$ cat src/rtl/spi_master_param_if.sv
// ---------------------------------------------------------------------------
// spi_master_param_if
//
// Bundles the controller handshake and the SPI pins of spi_master_param.
//
// Parameters:
//   DW   - bits per word
//   NRX  - number of RX words per transaction (0 = TX-only)
//
// Signals:
//   start   - transaction request from the local controller
//   txdata  - word to transmit, latched when start is accepted
//   rxsig   - serial data from the slave (MISO)
//   txsig   - serial data to the slave (MOSI)
//   spiclk  - SPI clock
//   cs_n    - chip select, active low
//   busy    - transaction in progress
//   done    - one-cycle end-of-transaction pulse
//   rxdata  - received words, word 0 in the lowest DW bits (1 bit, tied 0,
//             when NRX is 0)
//
// Modports:
//   master - the SPI master's view
//   slave  - the environment's view (controller plus external SPI slave)
// ---------------------------------------------------------------------------
interface spi_master_param_if #(
    parameter int DW  = 8,
    parameter int NRX = 2
);
    localparam int RXW = (NRX == 0) ? 1 : NRX * DW;

    logic           start;
    logic [DW-1:0]  txdata;
    logic           rxsig;
    logic           txsig;
    logic           spiclk;
    logic           cs_n;
    logic           busy;
    logic           done;
    logic [RXW-1:0] rxdata;

    modport master (
        input  start,
        input  txdata,
        input  rxsig,
        output txsig,
        output spiclk,
        output cs_n,
        output busy,
        output done,
        output rxdata
    );

    modport slave (
        output start,
        output txdata,
        output rxsig,
        input  txsig,
        input  spiclk,
        input  cs_n,
        input  busy,
        input  done,
        input  rxdata
    );
endinterface

$ cat src/rtl/spi_master_param.sv
// ---------------------------------------------------------------------------
// spi_master_param
//
// Parametrised SPI master. One accepted start runs a transaction made of one
// TX word shifted out on txsig, followed by NRX RX words shifted in from
// rxsig. Chip select is held low for the whole transaction, and a single
// FIN cycle raises done before the block returns to IDLE.
//
// Parameters:
//   DW        - bits per word (>= 2)
//   NRX       - RX words after the TX word (0..8, 0 = TX-only)
//   CLKDIV    - clk cycles per spiclk half-period (>= 2)
//   CPOL      - idle level of spiclk
//   LSB_FIRST - 0: MSB first, 1: LSB first (TX and RX)
//
// Ports:
//   clk  - system clock, rising edge
//   rst  - asynchronous active-high reset
//   bus  - spi_master_param_if.master (start/txdata/rxsig in,
//          txsig/spiclk/cs_n/busy/done/rxdata out)
// ---------------------------------------------------------------------------
module spi_master_param #(
    parameter int DW        = 8,
    parameter int NRX       = 2,
    parameter int CLKDIV    = 125,
    parameter int CPOL      = 0,
    parameter int LSB_FIRST = 0
) (
    input  logic               clk,
    input  logic               rst,
    spi_master_param_if.master bus
);

    localparam int DIVW       = (CLKDIV > 1) ? $clog2(CLKDIV) : 1;
    localparam int TOTAL_BITS = (1 + NRX) * DW;
    localparam int BCW        = $clog2(TOTAL_BITS);

    localparam logic [DIVW-1:0] DIV_LAST = DIVW'(CLKDIV - 1);
    localparam logic [BCW-1:0]  TX_LAST  = BCW'(DW - 1);
    localparam logic [BCW-1:0]  RX_LAST  = BCW'((NRX > 0) ? NRX * DW - 1 : 0);
    localparam logic            IDLE_LVL = (CPOL != 0);

    typedef enum logic [1:0] {
        IDLE,
        TX,
        RX,
        FIN
    } state_t;

    state_t           state;
    state_t           state_next;

    logic [DIVW-1:0]  div_cnt;
    logic             phase;
    logic [BCW-1:0]   bit_cnt;
    logic [DW-1:0]    tx_sh;

    logic             active;
    logic             sample;
    logic             bit_end;
    logic             last_bit;

    logic             txsig_c;
    logic             spiclk_c;
    logic             cs_n_c;
    logic             busy_c;
    logic             done_c;

    // phase 0 is the first half of a bit (spiclk at its idle level), phase 1
    // the second half. The edge that ends phase 0 is the leading spiclk edge,
    // where the slave's data is captured; the edge that ends phase 1 closes
    // the bit.
    assign active  = (state == TX) || (state == RX);
    assign sample  = active && !phase && (div_cnt == DIV_LAST);
    assign bit_end = active &&  phase && (div_cnt == DIV_LAST);

    // Last bit of the current phase of the transaction
    always_comb begin
        last_bit = 1'b0;
        if (state == TX) begin
            last_bit = (bit_cnt == TX_LAST);
        end else if (state == RX) begin
            last_bit = (bit_cnt == RX_LAST);
        end
    end

    // State register
    always_ff @(posedge clk or posedge rst) begin
        if (rst) begin
            state <= IDLE;
        end else begin
            state <= state_next;
        end
    end

    // Next-state logic; start is only looked at in IDLE, so requests made
    // while a transaction is in flight are simply dropped
    always_comb begin
        state_next = state;
        case (state)
            IDLE: begin
                if (bus.start) begin
                    state_next = TX;
                end
            end
            TX: begin
                if (bit_end && last_bit) begin
                    state_next = (NRX > 0) ? RX : FIN;
                end
            end
            RX: begin
                if (bit_end && last_bit) begin
                    state_next = FIN;
                end
            end
            FIN: begin
                state_next = IDLE;
            end
            default: begin
                state_next = IDLE;
            end
        endcase
    end

    // Output decode; every pin is a pure function of registered state, so
    // txsig can only move when tx_sh shifts, i.e. at a bit boundary
    always_comb begin
        txsig_c  = 1'b0;
        spiclk_c = IDLE_LVL;
        cs_n_c   = 1'b1;
        busy_c   = 1'b0;
        done_c   = 1'b0;
        case (state)
            TX: begin
                cs_n_c   = 1'b0;
                busy_c   = 1'b1;
                spiclk_c = IDLE_LVL ^ phase;
                txsig_c  = (LSB_FIRST != 0) ? tx_sh[0] : tx_sh[DW-1];
            end
            RX: begin
                cs_n_c   = 1'b0;
                busy_c   = 1'b1;
                spiclk_c = IDLE_LVL ^ phase;
            end
            FIN: begin
                done_c   = 1'b1;
            end
            default: begin
            end
        endcase
    end

    assign bus.txsig  = txsig_c;
    assign bus.spiclk = spiclk_c;
    assign bus.cs_n   = cs_n_c;
    assign bus.busy   = busy_c;
    assign bus.done   = done_c;

    // Divider, half-bit phase, bit counter and TX shift register. The TX
    // word is captured on the accepting edge, so later txdata changes cannot
    // reach the transaction in flight. Counters restart on every state
    // entry because IDLE/FIN clear them and a TX->RX hand-over happens
    // exactly when the bit counter reaches its last value.
    always_ff @(posedge clk or posedge rst) begin
        if (rst) begin
            div_cnt <= '0;
            phase   <= 1'b0;
            bit_cnt <= '0;
            tx_sh   <= '0;
        end else begin
            case (state)
                IDLE: begin
                    div_cnt <= '0;
                    phase   <= 1'b0;
                    bit_cnt <= '0;
                    if (bus.start) begin
                        tx_sh <= bus.txdata;
                    end
                end
                TX, RX: begin
                    if (div_cnt == DIV_LAST) begin
                        div_cnt <= '0;
                        phase   <= ~phase;
                    end else begin
                        div_cnt <= div_cnt + 1'b1;
                    end
                    if (bit_end) begin
                        bit_cnt <= last_bit ? '0 : bit_cnt + 1'b1;
                        if (state == TX) begin
                            tx_sh <= (LSB_FIRST != 0) ? {1'b0, tx_sh[DW-1:1]}
                                                      : {tx_sh[DW-2:0], 1'b0};
                        end
                    end
                end
                default: begin
                    div_cnt <= '0;
                    phase   <= 1'b0;
                    bit_cnt <= '0;
                end
            endcase
        end
    end

    generate
        if (NRX > 0) begin : g_rx
            localparam int WIW = $clog2(NRX + 1);
            localparam int WBW = $clog2(DW);
            localparam logic [WBW-1:0] WB_LAST = WBW'(DW - 1);

            logic [DW-1:0]     rx_sh;
            logic [DW-1:0]     rx_shifted;
            logic [WIW-1:0]    word_idx;
            logic [WBW-1:0]    word_bit;
            logic [NRX*DW-1:0] rx_q;

            // Shift register contents after taking the current rxsig bit,
            // in the configured bit order
            always_comb begin
                rx_shifted = (LSB_FIRST != 0) ? {bus.rxsig, rx_sh[DW-1:1]}
                                              : {rx_sh[DW-2:0], bus.rxsig};
            end

            // RX capture. A completed word is written straight from
            // rx_shifted so rxdata word k updates on the same edge that
            // takes its last bit; words not yet reached keep the values
            // from the previous transaction.
            always_ff @(posedge clk or posedge rst) begin
                if (rst) begin
                    rx_sh    <= '0;
                    word_idx <= '0;
                    word_bit <= '0;
                    rx_q     <= '0;
                end else if (state == RX) begin
                    if (sample) begin
                        rx_sh <= rx_shifted;
                        if (word_bit == WB_LAST) begin
                            rx_q[int'(word_idx)*DW +: DW] <= rx_shifted;
                            word_bit <= '0;
                            word_idx <= word_idx + 1'b1;
                        end else begin
                            word_bit <= word_bit + 1'b1;
                        end
                    end
                end else begin
                    word_idx <= '0;
                    word_bit <= '0;
                end
            end

            assign bus.rxdata = rx_q;
        end else begin : g_norx
            assign bus.rxdata = 1'b0;
        end
    endgenerate

endmodule
$ cat src/flat_wrapper.sv
// flat-port wrapper written by rule: the top's interface ports become plain ports
module spi_master_param_flat 
#(
    parameter int DW        = 8,
    parameter int NRX       = 2,
    parameter int CLKDIV    = 125,
    parameter int CPOL      = 0,
    parameter int LSB_FIRST = 0
)
  (clk, rst, bus_start, bus_txdata, bus_rxsig, bus_txsig, bus_spiclk, bus_cs_n, bus_busy, bus_done, bus_rxdata);
  spi_master_param_if #(.DW(DW), .NRX(NRX)) bus_i ();
  input  logic clk;
  input  logic rst;
  input wire logic [$bits(bus_i.start)-1:0] bus_start;
  input wire logic [$bits(bus_i.txdata)-1:0] bus_txdata;
  input wire logic [$bits(bus_i.rxsig)-1:0] bus_rxsig;
  output wire logic [$bits(bus_i.txsig)-1:0] bus_txsig;
  output wire logic [$bits(bus_i.spiclk)-1:0] bus_spiclk;
  output wire logic [$bits(bus_i.cs_n)-1:0] bus_cs_n;
  output wire logic [$bits(bus_i.busy)-1:0] bus_busy;
  output wire logic [$bits(bus_i.done)-1:0] bus_done;
  output wire logic [$bits(bus_i.rxdata)-1:0] bus_rxdata;
  assign bus_i.start = bus_start;
  assign bus_i.txdata = bus_txdata;
  assign bus_i.rxsig = bus_rxsig;
  assign bus_txsig = bus_i.txsig;
  assign bus_spiclk = bus_i.spiclk;
  assign bus_cs_n = bus_i.cs_n;
  assign bus_busy = bus_i.busy;
  assign bus_done = bus_i.done;
  assign bus_rxdata = bus_i.rxdata;
  spi_master_param #(.DW(DW), .NRX(NRX), .CLKDIV(CLKDIV), .CPOL(CPOL), .LSB_FIRST(LSB_FIRST)) u_core (.clk(clk), .rst(rst), .bus(bus_i));
endmodule
$ cat config.mk
export PLATFORM = sky130hd
export DESIGN_NAME = spi_master_param_flat
export DESIGN_NICKNAME = d
export VERILOG_FILES = /design/src/rtl/spi_master_param_if.sv /design/src/rtl/spi_master_param.sv /design/src/flat_wrapper.sv
export SDC_FILE = /design/constraint.sdc
export NUM_CORES = 1
export LEC_CHECK = 0
export CORE_ASPECT_RATIO = 1.75
export CORE_UTILIZATION = 55
export CTS_BUF_LIST = sky130_fd_sc_hd__clkbuf_4
export CTS_CLUSTER_SIZE = 40
export DETAILED_ROUTE_END_ITERATION = 16
export GPL_ROUTABILITY_DRIVEN = 0
export PLACE_DENSITY_LB_ADDON = 0.1
export REMOVE_ABC_BUFFERS = 1
export SETUP_SLACK_MARGIN = 0.5
export SYNTH_ARGS = -nofsm -noshare
export SYNTH_HDL_FRONTEND = slang
export SYNTH_SLANG_ARGS = --single-unit
$ cat constraint.sdc
create_clock -name clk -period 2.1 [get_ports clk]
set_input_delay 0.63 -clock clk [delete_from_list [all_inputs] [get_ports clk]]
set_output_delay 0.63 -clock clk [all_outputs]
set_load 0.02 [all_outputs]
Word-level counts from Yosys, hierarchy flattened
Index checks and enable logic that the tools add are counted.
{"block": "totals", "ff_bits": 51, "latchBits": 0, "mem_bits_rw": 0, "mem_bits_ro": 0, "inputBits": 12, "output_inout_bits": 21, "memories": 0}
{"block": "op_classes", "add_sub_neg": 5, "multipliers": 0, "div_mod_pow": 0, "n_lt_le_gt_ge": 0, "n_eq_ne": 15, "shift": 2, "n_mux": 29, "bitwise": 1, "reduce_logical": 15}
{"cell": "5-bit negation with 33-bit output", "n": 1}
{"cell": "8-bit by 33-bit variable shift with 16-bit output, first input constant", "n": 1}
{"cell": "8-bit by 33-bit indexed part select with 16-bit output", "n": 1}
{"cell": "8-bit 2-to-1 mux", "n": 3}
{"cell": "16-bit bitwise mux", "n": 1}
{"cell": "8-bit case mux with 2 select lines", "n": 1}
{"cell": "5-bit 2-to-1 mux", "n": 3}
{"cell": "7-bit 2-to-1 mux", "n": 2}
{"cell": "2-bit 2-to-1 mux", "n": 6}
{"cell": "1-bit 2-to-1 mux", "n": 9}
{"cell": "3-bit 2-to-1 mux", "n": 3}
{"cell": "2-bit by 1-bit != test with 1-bit output, second input constant", "n": 4}
{"cell": "2-bit != test, second input constant", "n": 4}
{"cell": "2-bit case mux with 4 select lines", "n": 1}
{"cell": "7-bit by 1-bit adder with 7-bit output, second input constant", "n": 1}
{"cell": "7-bit == test, second input constant", "n": 1}
{"cell": "3-bit AND reduction", "n": 2}
{"cell": "5-bit by 1-bit adder with 5-bit output, second input constant", "n": 1}
{"cell": "5-bit by 3-bit == test with 1-bit output, second input constant", "n": 1}
{"cell": "5-bit by 4-bit == test with 1-bit output, second input constant", "n": 1}
{"cell": "1-bit logical AND", "n": 5}
{"cell": "2-bit == test, second input constant", "n": 2}
{"cell": "2-bit AND reduction", "n": 2}
{"cell": "4-bit AND reduction", "n": 1}
{"cell": "other kinds (10)", "n": 10}

Longest topological paths before layout
Gate-level depths: netlist (run 1).
{"block": "depth", "depth_word": 7, "depth_mapped": 8, "depth_no_buf": 7}

Worst setup path before layout (run 1)
Ideal clock, no wire load.
{"block": "synth_timing", "kind": "reg2reg", "from": "register u_core.state[0]", "to": "register u_core.g_rx.rx_q[10], in the netlist u_core.bus.rxdata[10]", "setup_ns": 0.083, "arrival_ns": 1.914, "required_time_ns": 2.017, "setup_slack_ns": 0.103, "path_stages_with_launch": 8, "path_cell_list": "dfrtp_1 -> inv_1 -> ha_1 -> nor2b_1 -> nand4_4 -> or2_2 -> clkbuf_1 -> o21ai_0"}
{"block": "synth_via", "elab_chain_len": 5}
{"element": "from (decl)", "line": "spi_master_param.sv:50", "rtl": "state_t state;"}
{"element": "from (signal assigned)", "line": "spi_master_param.sv:92", "rtl": "state <= state_next;"}
{"element": "2-bit by 1-bit == test with 1-bit output / 2-bit == test (equally long branches)", "line": "spi_master_param.sv:73, spi_master_param.sv:233"}
{"element": "1-bit logical OR", "line": "spi_master_param.sv:73", "rtl": "assign active = (state == TX) || (state == RX);"}
{"element": "1-bit logical AND (2 in a row)", "line": "spi_master_param.sv:74", "rtl": "assign sample = active && !phase && (div_cnt == DIV_LAST);"}
{"element": "3-bit AND reduction (no line) *"}
{"element": "to (signal, indexed assignment)", "line": "spi_master_param.sv:237", "rtl": "rx_q[int'(word_idx)*DW +: DW] <= rx_shifted;"}
{"element": "to (decl)", "line": "spi_master_param.sv:214", "rtl": "logic [NRX*DW-1:0] rx_q;"}
Mark *: on every way between the ends. The rest lies on a longest branch, timed or not.
A chain may end at the register's enable or synchronous reset.

Worst setup path in the final report (run 1)
{"block": "layout_timing", "from": "register u_core.state[1]", "to": "output bus_txsig"}
{"block": "layout_via", "elab_chain_len": 2}
{"element": "2-bit by 1-bit == test with 1-bit output", "line": "spi_master_param.sv:133", "rtl": "case (state)"}
{"element": "1-bit 2-to-1 mux", "line": "spi_master_param.sv:133"}
{"element": "to (decl)", "line": "flat_wrapper.sv:17", "rtl": "output wire logic [$bits(bus_i.txsig)-1:0] bus_txsig;"}
No other way between the ends.

==> run summary, run 1 <==
The flow ran to the end, and the final reports show no timing, DRC or antenna violations. The number of slew-limit violations in the final report came out at 0. The share of the clock period used by the worst path came out at between 90% and 100%.

Traced cell by cell, the critical path runs through inv_2 -> buf_6 -> ha_4 -> and2_4 -> buf_6. Leaving out fill and tap cells, the most frequent cells in the layout are 49 x sky130_fd_sc_hd__dfrtp_1, 25 x sky130_fd_sc_hd__nand2_1, 21 x sky130_fd_sc_hd__buf_6, 21 x sky130_fd_sc_hd__buf_4, 15 x sky130_fd_sc_hd__buf_2. The pin slew with the least headroom to its limit came out at between 0.6 and 0.7 ns. The final-report hold violation count was 0. STA puts the critical path data required time at around 1.5 ns.

For the final database, setup skew stands at approximately 0.02 ns. The peak fanout along the critical path came out at 2. The areal power density over the cells came out at 1034 nW/um^2.

The area inside the core boundary came out at between 4000 and 5000 sq um. The capturing element type of the critical path is an output pin. The share of total power dissipated in the clock network is a little under an eighth. The worst hold slack came out at 0.5021 ns. The area of the mapped netlist is ~2600 sq um.

Of the total power, the share spent switching nets is ~40%. The layout has 239 filler cells. The non-filler instance count after layout came out at 370. The initial antenna violation count is 0.

In this run, distinct cell masters in the synthesized netlist total 44. The number of buffers and inverters on the critical path came out at 3. The post-synthesis async set-or-reset flop share is 100.0%.

Sequential cells account for about a third of the total power. The largest single stage delay on the critical path is roughly 0.42 ns. Summed over all cells, the static leakage comes to 1.671 nW. Once the floorplan was initialized, standard cells occupied 58.00% of the core. The placed wire-length estimate after detailed placement is 3845 um. The H-tree was split into 2 levels.

VDD sags by at most between 1 and 1.5 mV. The remaining antenna violation count is 0. Clock-pin slew was measured on the worst setup and hold paths at 0.15 ns.

Setup repair after global routing could not meet its margin everywhere. The remaining global-route overflow is 0. STA classifies the critical path startpoint as a flop.

The tree is rooted in a sky130_fd_sc_hd__clkbuf_4. In the final layout, the share of cells above drive strength 1 is between 40 and 50%. The power share of the combinational group is 56.9%. The count of inserted antenna diode cells came out at 0. The setup violation total in the final timing report is 0. The library cell contributing the largest single delay on the critical path is sky130_fd_sc_hd__dfrtp_1.

The total routing usage reported by global routing came out at approximately 28%. The data arrival at the endpoint of the critical path is around 1.4 ns. In this run the power spent charging and discharging nets is ~1.6 mW.

The average cell area after synthesis came out at ~10 sq um. In this design, the largest share of critical-path delay is due to flip-flops. The number of global-route vias before repair came out at approximately 2200.

The first TritonRoute pass finished after 4 iterations. The cell count after synthesis came out at 247. Entering global routing, the biggest net connects 19 pins.

The clock period minus worst slack is 2.019 ns. Yosys printed 0 warnings. The reported max-cap violation count is 0. In this run the tool buffered the top-level ports with 32 buffer cells. The first-pass GRT wire length came out at 10280 um. Counting stages on the worst path, the most repeated cell is sky130_fd_sc_hd__buf_6. The vias after detailed routing is approximately 2200. The area of the die is 4975 sq um. The number of clock buffers inserted by TritonCTS is 5. The DRC violation total after the first TritonRoute iteration is 81. The longest clock path from root to sink contains 2 buffers. Headroom to the max-slew limit came out at around 56%. The total DRC errors in the routed layout is 0. The most common flop cell mapped by yosys is sky130_fd_sc_hd__dfrtp_1.

After floorplanning, the core was divided into 32 placement rows. The final net count came out at 343. The clock latency reported for the late side of the worst-skew pair is roughly 0.38 ns. In this run the worst hold path is classified as reg -> reg. For this block, the routed nets add up to between 7000 and 8000 um of wire. The vias per cell is 6.057. The post-synthesis to final-layout area growth is 46.07%. The synthesized design contains 51 register bits. Of the synthesized area, sequential elements account for 49.51%. The clock net in this run drives a total of 51 sinks. The number of instances in the placed design came out at 338. The cell-internal power came out at between 2 and 2.5 mW. For this run, the share of the core covered by cells in the final layout is between 80% and 90%. The post-detailed-route wirelength per cell came out at 19.31 um. The most common cell after layout, fill and taps aside is sky130_fd_sc_hd__dfrtp_1. The die is 92.56 um tall. In this run, synthesis inferred 0 flip-flops with an integrated enable.

The number of I/O pins is 33. The critical path in this run is classified as reg -> out. The maximum clock rate came out at just under 500 MHz. TritonCTS built the clock tree. The floorplan step set the die width to between 50 and 60 um.
-- power groups by stage --
stage                     registers [mW]  clock network (mW)  logic, mW
after floorplan                     1.19                   0      0.892
after global placement              1.21                   0       1.44
after detailed placement            1.21                   0       1.46
after CTS                           1.21               0.459       1.94
after global routing                1.23               0.487       2.33
final                               1.22               0.456       2.21
-- synthesized netlist by cell type (2+ instances only) --
library cell | number | share of area [%]
sky130_fd_sc_hd__clkbuf_1 | 4 | 0.58
sky130_fd_sc_hd__a21boi_0 | 2 | 0.58
sky130_fd_sc_hd__inv_1 | 10 | 1.5
sky130_fd_sc_hd__ha_1 | 13 | 6.3
sky130_fd_sc_hd__o21ai_0 | 25 | 4.9
sky130_fd_sc_hd__o31ai_1 | 9 | 2.6
sky130_fd_sc_hd__and2_1 | 3 | 0.73
sky130_fd_sc_hd__a211oi_1 | 2 | 0.58
sky130_fd_sc_hd__a21oi_1 | 12 | 2.3
sky130_fd_sc_hd__xnor2_1 | 2 | 0.68
sky130_fd_sc_hd__mux2i_1 | 11 | 4.3
sky130_fd_sc_hd__or3_2 | 3 | 0.87
sky130_fd_sc_hd__a31oi_1 | 7 | 1.7
sky130_fd_sc_hd__nand2_1 | 27 | 3.9
sky130_fd_sc_hd__mux2_2 | 8 | 3.5
sky130_fd_sc_hd__buf_2 | 4 | 0.78
sky130_fd_sc_hd__dfrtp_1 | 51 | 50
sky130_fd_sc_hd__a2bb2oi_1 | 2 | 0.68
sky130_fd_sc_hd__nor2_1 | 9 | 1.3
sky130_fd_sc_hd__xor2_1 | 5 | 1.7
sky130_fd_sc_hd__nor2b_1 | 5 | 1.2
sky130_fd_sc_hd__nand4_1 | 5 | 1.2
sky130_fd_sc_hd__and3_1 | 2 | 0.49
sky130_fd_sc_hd__nand3_1 | 6 | 1.2
-- cell type report --
cell class	instances	area (sq um)	area share, %
Clock inverter	2	12.51	0.3323
Clock buffer	6	45.04	1.196
Timing Repair Buffer	75	742.0	19.71
Multi-Input combinational cell	174	1582	42.01
Tap cell	51	63.81	1.695
Sequential cell	51	1279	33.96
Inverter	11	41.29	1.097
-- worst register-to-register path, delay by kind of cell, from the launching register on --
| family | cells | cell delay [ns] |
|---|---|---|
| AND/OR/NAND/NOR | 1 | 0.16 |
| AO/OA/AOI/OAI | 3 | 0.52 |
| buffers and inverters | 5 | 0.57 |
| flip-flops | 1 | 0.41 |
| adder cells (fa/ha/maj) | 1 | 0.29 |
-- cells by family after synthesis --
logic type | Yosys count | synth area share, %
flip-flops | 51 | 49.51
AND/OR/NAND/NOR | 72 | 15.58
AO/OA/AOI/OAI | 63 | 14.61
multiplexers | 19 | 7.767
XOR/XNOR | 7 | 2.379
buffers and inverters | 22 | 3.835
adder cells (fa/ha/maj) | 13 | 6.311
-- final timing paths --
path / start / endpoint / slack (ns) / depth (start not counted)
worst max-delay path: u_core.state[1] / bus_txsig / 0.08 / 5
worst min-delay path: u_core.bus.rxdata[5] / u_core.bus.rxdata[5] / 0.50 / 2
worst max register to register: u_core.state[0] / u_core.tx_sh[7] / 0.12 / 10
worst min register to register: u_core.bus.rxdata[5] / u_core.bus.rxdata[5] / 0.50 / 2
max in group asynchronous: rst / u_core.bit_cnt[3] / 1.09 / 3
min in group asynchronous: rst / u_core.bus.rxdata[0] / 0.56 / 2
-- per-stage QoR --
stage               instance area [sq um]  setup TNS, ns  setup slack (ns)  power, mW
detailed placement                   3072       -0.01663          -0.01663      2.668
global route                         3765              0           0.02125      4.050
CTS                                  3548              0           0.09401      3.608
floorplan                            2520         -5.742           -0.3183      2.084
finish                               3765              0           0.08132      3.892
global placement                     3072              0           0.01514      2.644
-- sequential cells by signal, indices dropped and copies added, names as in the netlist --
| name | cells |
|---|---|
| u_core.bit_cnt | 5 |
| u_core.bus.rxdata | 16 |
| u_core.div_cnt | 7 |
| u_core.g_rx.rx_sh | 7 |
| u_core.g_rx.word_bit | 3 |
| u_core.g_rx.word_idx | 2 |
| u_core.phase | 1 |
| u_core.state | 2 |
| u_core.tx_sh | 8 |
-- metal layers --
| layer | track usage (%) | part of all wire, % | vias to the layer above |
|---|---|---|---|
| met2 | 50.51 | 57 | 75 |
| met1 | 30.29 | 36 | 1113 |
| met5 | 0 | 0 | - |
| met3 | 3.777 | 3.2 | 30 |
| met4 | 14.47 | 4.2 | 0 |
| li1 | - | - | 1023 |
-- timing repair --
item	CTS	global route
buffers inserted	13	7
gates cloned	4	0
pin swaps	32	17
endpoints found under the hold margin	0	0
endpoints found under the setup margin	64	58
resized for setup	194	36
hold buffers	0	0
(Power assumes the default switching activity.)
==> run 2, diff against run 1 <==
--- a/config.mk
+++ b/config.mk
@@ -11,6 +11,7 @@
 export CTS_CLUSTER_SIZE = 40
 export DETAILED_ROUTE_END_ITERATION = 16
 export GPL_ROUTABILITY_DRIVEN = 0
+export GPL_TIMING_DRIVEN = 1
 export PLACE_DENSITY_LB_ADDON = 0.1
 export REMOVE_ABC_BUFFERS = 1
 export SETUP_SLACK_MARGIN = 0.5
==> results of run 2 <==
Final layout, timing and power as in run 1 (identical DEF).
==> run 3, diff against run 2 <==
--- a/config.mk
+++ b/config.mk
@@ -6,6 +6,7 @@
 export NUM_CORES = 1
 export LEC_CHECK = 0
 export CORE_ASPECT_RATIO = 1.75
+export CORE_MARGIN = 3
 export CORE_UTILIZATION = 55
 export CTS_BUF_LIST = sky130_fd_sc_hd__clkbuf_4
 export CTS_CLUSTER_SIZE = 40
==> run 3 against run 2 <==
  * Cell count fell by 3.2%
  * Global-route usage shrank 6.8 points
  * Sequential power hardly changed
  * Die area up 12%
  * Worst setup slack gained 0.010 ns
  * Cell area is 9.2% lower
  * Non-clock buffer count is 12 lower
==> run summary, run 3 (synthesis results as in run 1) <==
The count of inserted antenna diode cells came out at 0 (unchanged). The largest voltage drop on the vdd net was 1.637 mV (+19%). The final core utilization is 76.26% (-8.5 points). STA classifies the critical path endpoint as an output pin. The first-pass GRT wire length was 9439 um (-8.2%). The nature of the critical path startpoint is a flop. The setup slack after layout came out at 0.09163 ns (+0.01031 ns). The number of iterations in the first detailed-routing pass came out at 4 (unchanged). The most common cell after layout, fill and taps aside is sky130_fd_sc_hd__dfrtp_1. The pin slew with the least headroom to its limit came out at 0.4924 ns (-0.1597 ns). The peak fanout along the critical path came out at 4 (+2). The data arrival at the endpoint of the critical path came to 1.38 ns (about the same).

The post-detailed-route wirelength per cell came out at 15.86 um (-18%). The vias per cell is 5.802 (-4.2%). The relative max-transition margin is 67.09% (+11 points). The initial antenna violation count is 0 (unchanged). The number of input and output port buffers inserted was 32 (unchanged). The die boundary width is 57.75 um (+7.4%). The critical path is of the reg -> out type. The worst-case clock buffer depth was 2 (unchanged).

The area of the die is 5576 sq um (+12%). The share of the clock period used by the worst path came out at 95.64% (-0.49 points). The number of I/O pins came to 33 (unchanged). The clock sink count was 51 (unchanged). The final net count is 331 (-3.5%). The remaining antenna violation count came out at 0 (unchanged). The vias after detailed routing came out at 2077 (-7.3%). The number of global-route vias before repair was 2037 (-8.8%).

The area of the multi-input gates was 1381 sq um (-13%). The total wire length after detailed routing came out at 5679 um (-21%). The largest net degree at the start of global routing is 52 (+33). The total routing usage reported by global routing is 21.48% (-6.8 points). The setup violation total in the final timing report is 0 (unchanged). The count of fill cells added during filler insertion came out at 298 (+25%).

The worst register-to-register path begins at u_core.state[0]. The CTS clock-pin slew for the worst setup and hold paths came out at 0.15 ns (about the same). The clock latency reported for the late side of the worst-skew pair is 0.36 ns (-0.02 ns). The worst clock skew is 0.007883 ns (-0.01183 ns). The layout cell share with drive strength beyond 1 is 36.16% (-12 points). The reg2reg setup slack came to 0.11 ns (about the same). The number of slew-limit violations in the final report is 0 (unchanged). The footprint of the flip-flops and latches is 1279 sq um (unchanged).

The total DRC errors in the routed layout came to 0 (unchanged). Tracing the worst setup path back leads to its startpoint at u_core.state[0]. The number of placement rows came out at 32 (unchanged). The final-report hold violation count is 0 (unchanged). The pre-CTS setup slack is 0.0009150 ns (+0.01754 ns). The min-delay analysis places its worst path in the category reg -> reg. TritonCTS built the clock tree. The height of the die is 96.56 um (+4.3%). The capture point of the worst reg-to-reg path is u_core.bit_cnt[3]. The placed wire-length estimate after detailed placement came out at 3670 um (-4.5%). The area inside the core boundary came out at 4484 sq um (+0.90%). The tree is rooted in a sky130_fd_sc_hd__clkbuf_4. The initial cell density of the core is 57.48% (-0.52 points). The endpoint required time on the critical path came out at 1.47 ns (about the same). The maximum clock rate came to 497.9 MHz (+0.51%). The cell depth of the worst flop-to-flop path came out at 8 (-2).

The clock period minus worst slack came out at 2.008 ns (-0.01031 ns). The DRC violation total after the first TritonRoute iteration is 33 (-59%). The flip-flop count of the largest register, all copies and words added came out at 16 (unchanged).

The number of clock buffers inserted by TritonCTS came out at 5 (unchanged). Leaving out fill and tap cells, the most frequent cells in the layout are 49 x sky130_fd_sc_hd__dfrtp_1, 27 x sky130_fd_sc_hd__nand2_1, 26 x sky130_fd_sc_hd__buf_6, 20 x sky130_fd_sc_hd__buf_4, 17 x sky130_fd_sc_hd__o21ai_0. The areal power density over the cells came to 1054 nW/um^2 (+1.9%).

The destination of the critical timing path is bus_cs_n. Setup repair after global routing could not meet its margin everywhere. The run finished with clean final reports. The remaining global-route overflow is 0 (unchanged). The post-synthesis to final-layout area growth is 32.67%.

The static power due to leakage came out at 1.533 nW (-8.3%). The reported max-cap violation count came out at 0 (unchanged). The number of H-tree levels came out at 2 (unchanged).
run 3: changes by cell type in the layout (fill, tap and decap cells not counted), sizes merged:
cell	before	now
buf	64	52
clkinvlp	1	0
clkbuf	6	5
inv	10	11
clkinv	2	3
run 3: worst min path at each step:
stage,from,end,slack (ns),cells after the start
after floorplan,u_core.div_cnt[0],u_core.div_cnt[0],0.48,1
after global placement,u_core.bus.rxdata[6],u_core.bus.rxdata[6],0.49,2
after detailed placement,u_core.bus.rxdata[5],u_core.bus.rxdata[5],0.50,2
after CTS,u_core.bus.rxdata[5],u_core.bus.rxdata[5],0.53,2
after global routing,u_core.bus.rxdata[5],u_core.bus.rxdata[5],0.53,2
final,u_core.bus.rxdata[5],u_core.bus.rxdata[5],0.50,2
run 3: cell type report:
type                            count  share of cell area [%]
Clock inverter                      3                  0.5488
Sequential cell                    51                   37.39
Tap cell                           51                   1.866
Timing Repair Buffer               63                   17.49
Multi-Input combinational cell    174                   40.40
Inverter                           11                   1.207
Clock buffer                        5                   1.098
run 3: metal layers:
layer,global-route usage [%],part of all wire (%)
met2,39.62,55
met4,9.284,3.2
met5,0,0
met1,23.91,39
met3,3.324,2.5
run 3: critical path, stage by stage, from the launching register on:
cell and delay [ns]:
sky130_fd_sc_hd__dfrtp_1 0.41, sky130_fd_sc_hd__inv_2 0.07, sky130_fd_sc_hd__ha_4 0.28, sky130_fd_sc_hd__clkinv_1 0.11
sky130_fd_sc_hd__buf_6 0.15
run 3: metrics by stage:
stage / power (mW) / hold slack [ns] / TNS [ns] / area, sq um / instances
6_report: 3.603 / 0.5044 / 0 / 3420 / 358
5_1_grt: 3.846 / 0.5307 / 0 / 3420 / 358
4_1_cts: 3.370 / 0.5254 / 0 / 3229 / 354
3_5_place_dp: 2.636 / 0.4965 / 0 / 3044 / 336
3_3_place_gp: 2.612 / 0.4898 / 0 / 3044 / 336
2_1_floorplan: 2.084 / 0.4755 / -5.742 / 2520 / 236
run 3: report_power, final:
group / switching (mW) / total [mW] / internal (mW)
sequential: 0.101 / 1.21 / 1.11
combinational: 0.995 / 1.94 / 0.944
clock: 0.319 / 0.451 / 0.132
total: 1.41 / 3.60 / 2.19
run 3: what timing repair did:
item	in CTS	in global routing
pin swaps	13	10
hold buffers	0	0
setup endpoints to repair	64	61
setup buffers	8	4
resized for setup	126	56
cloned	2	0
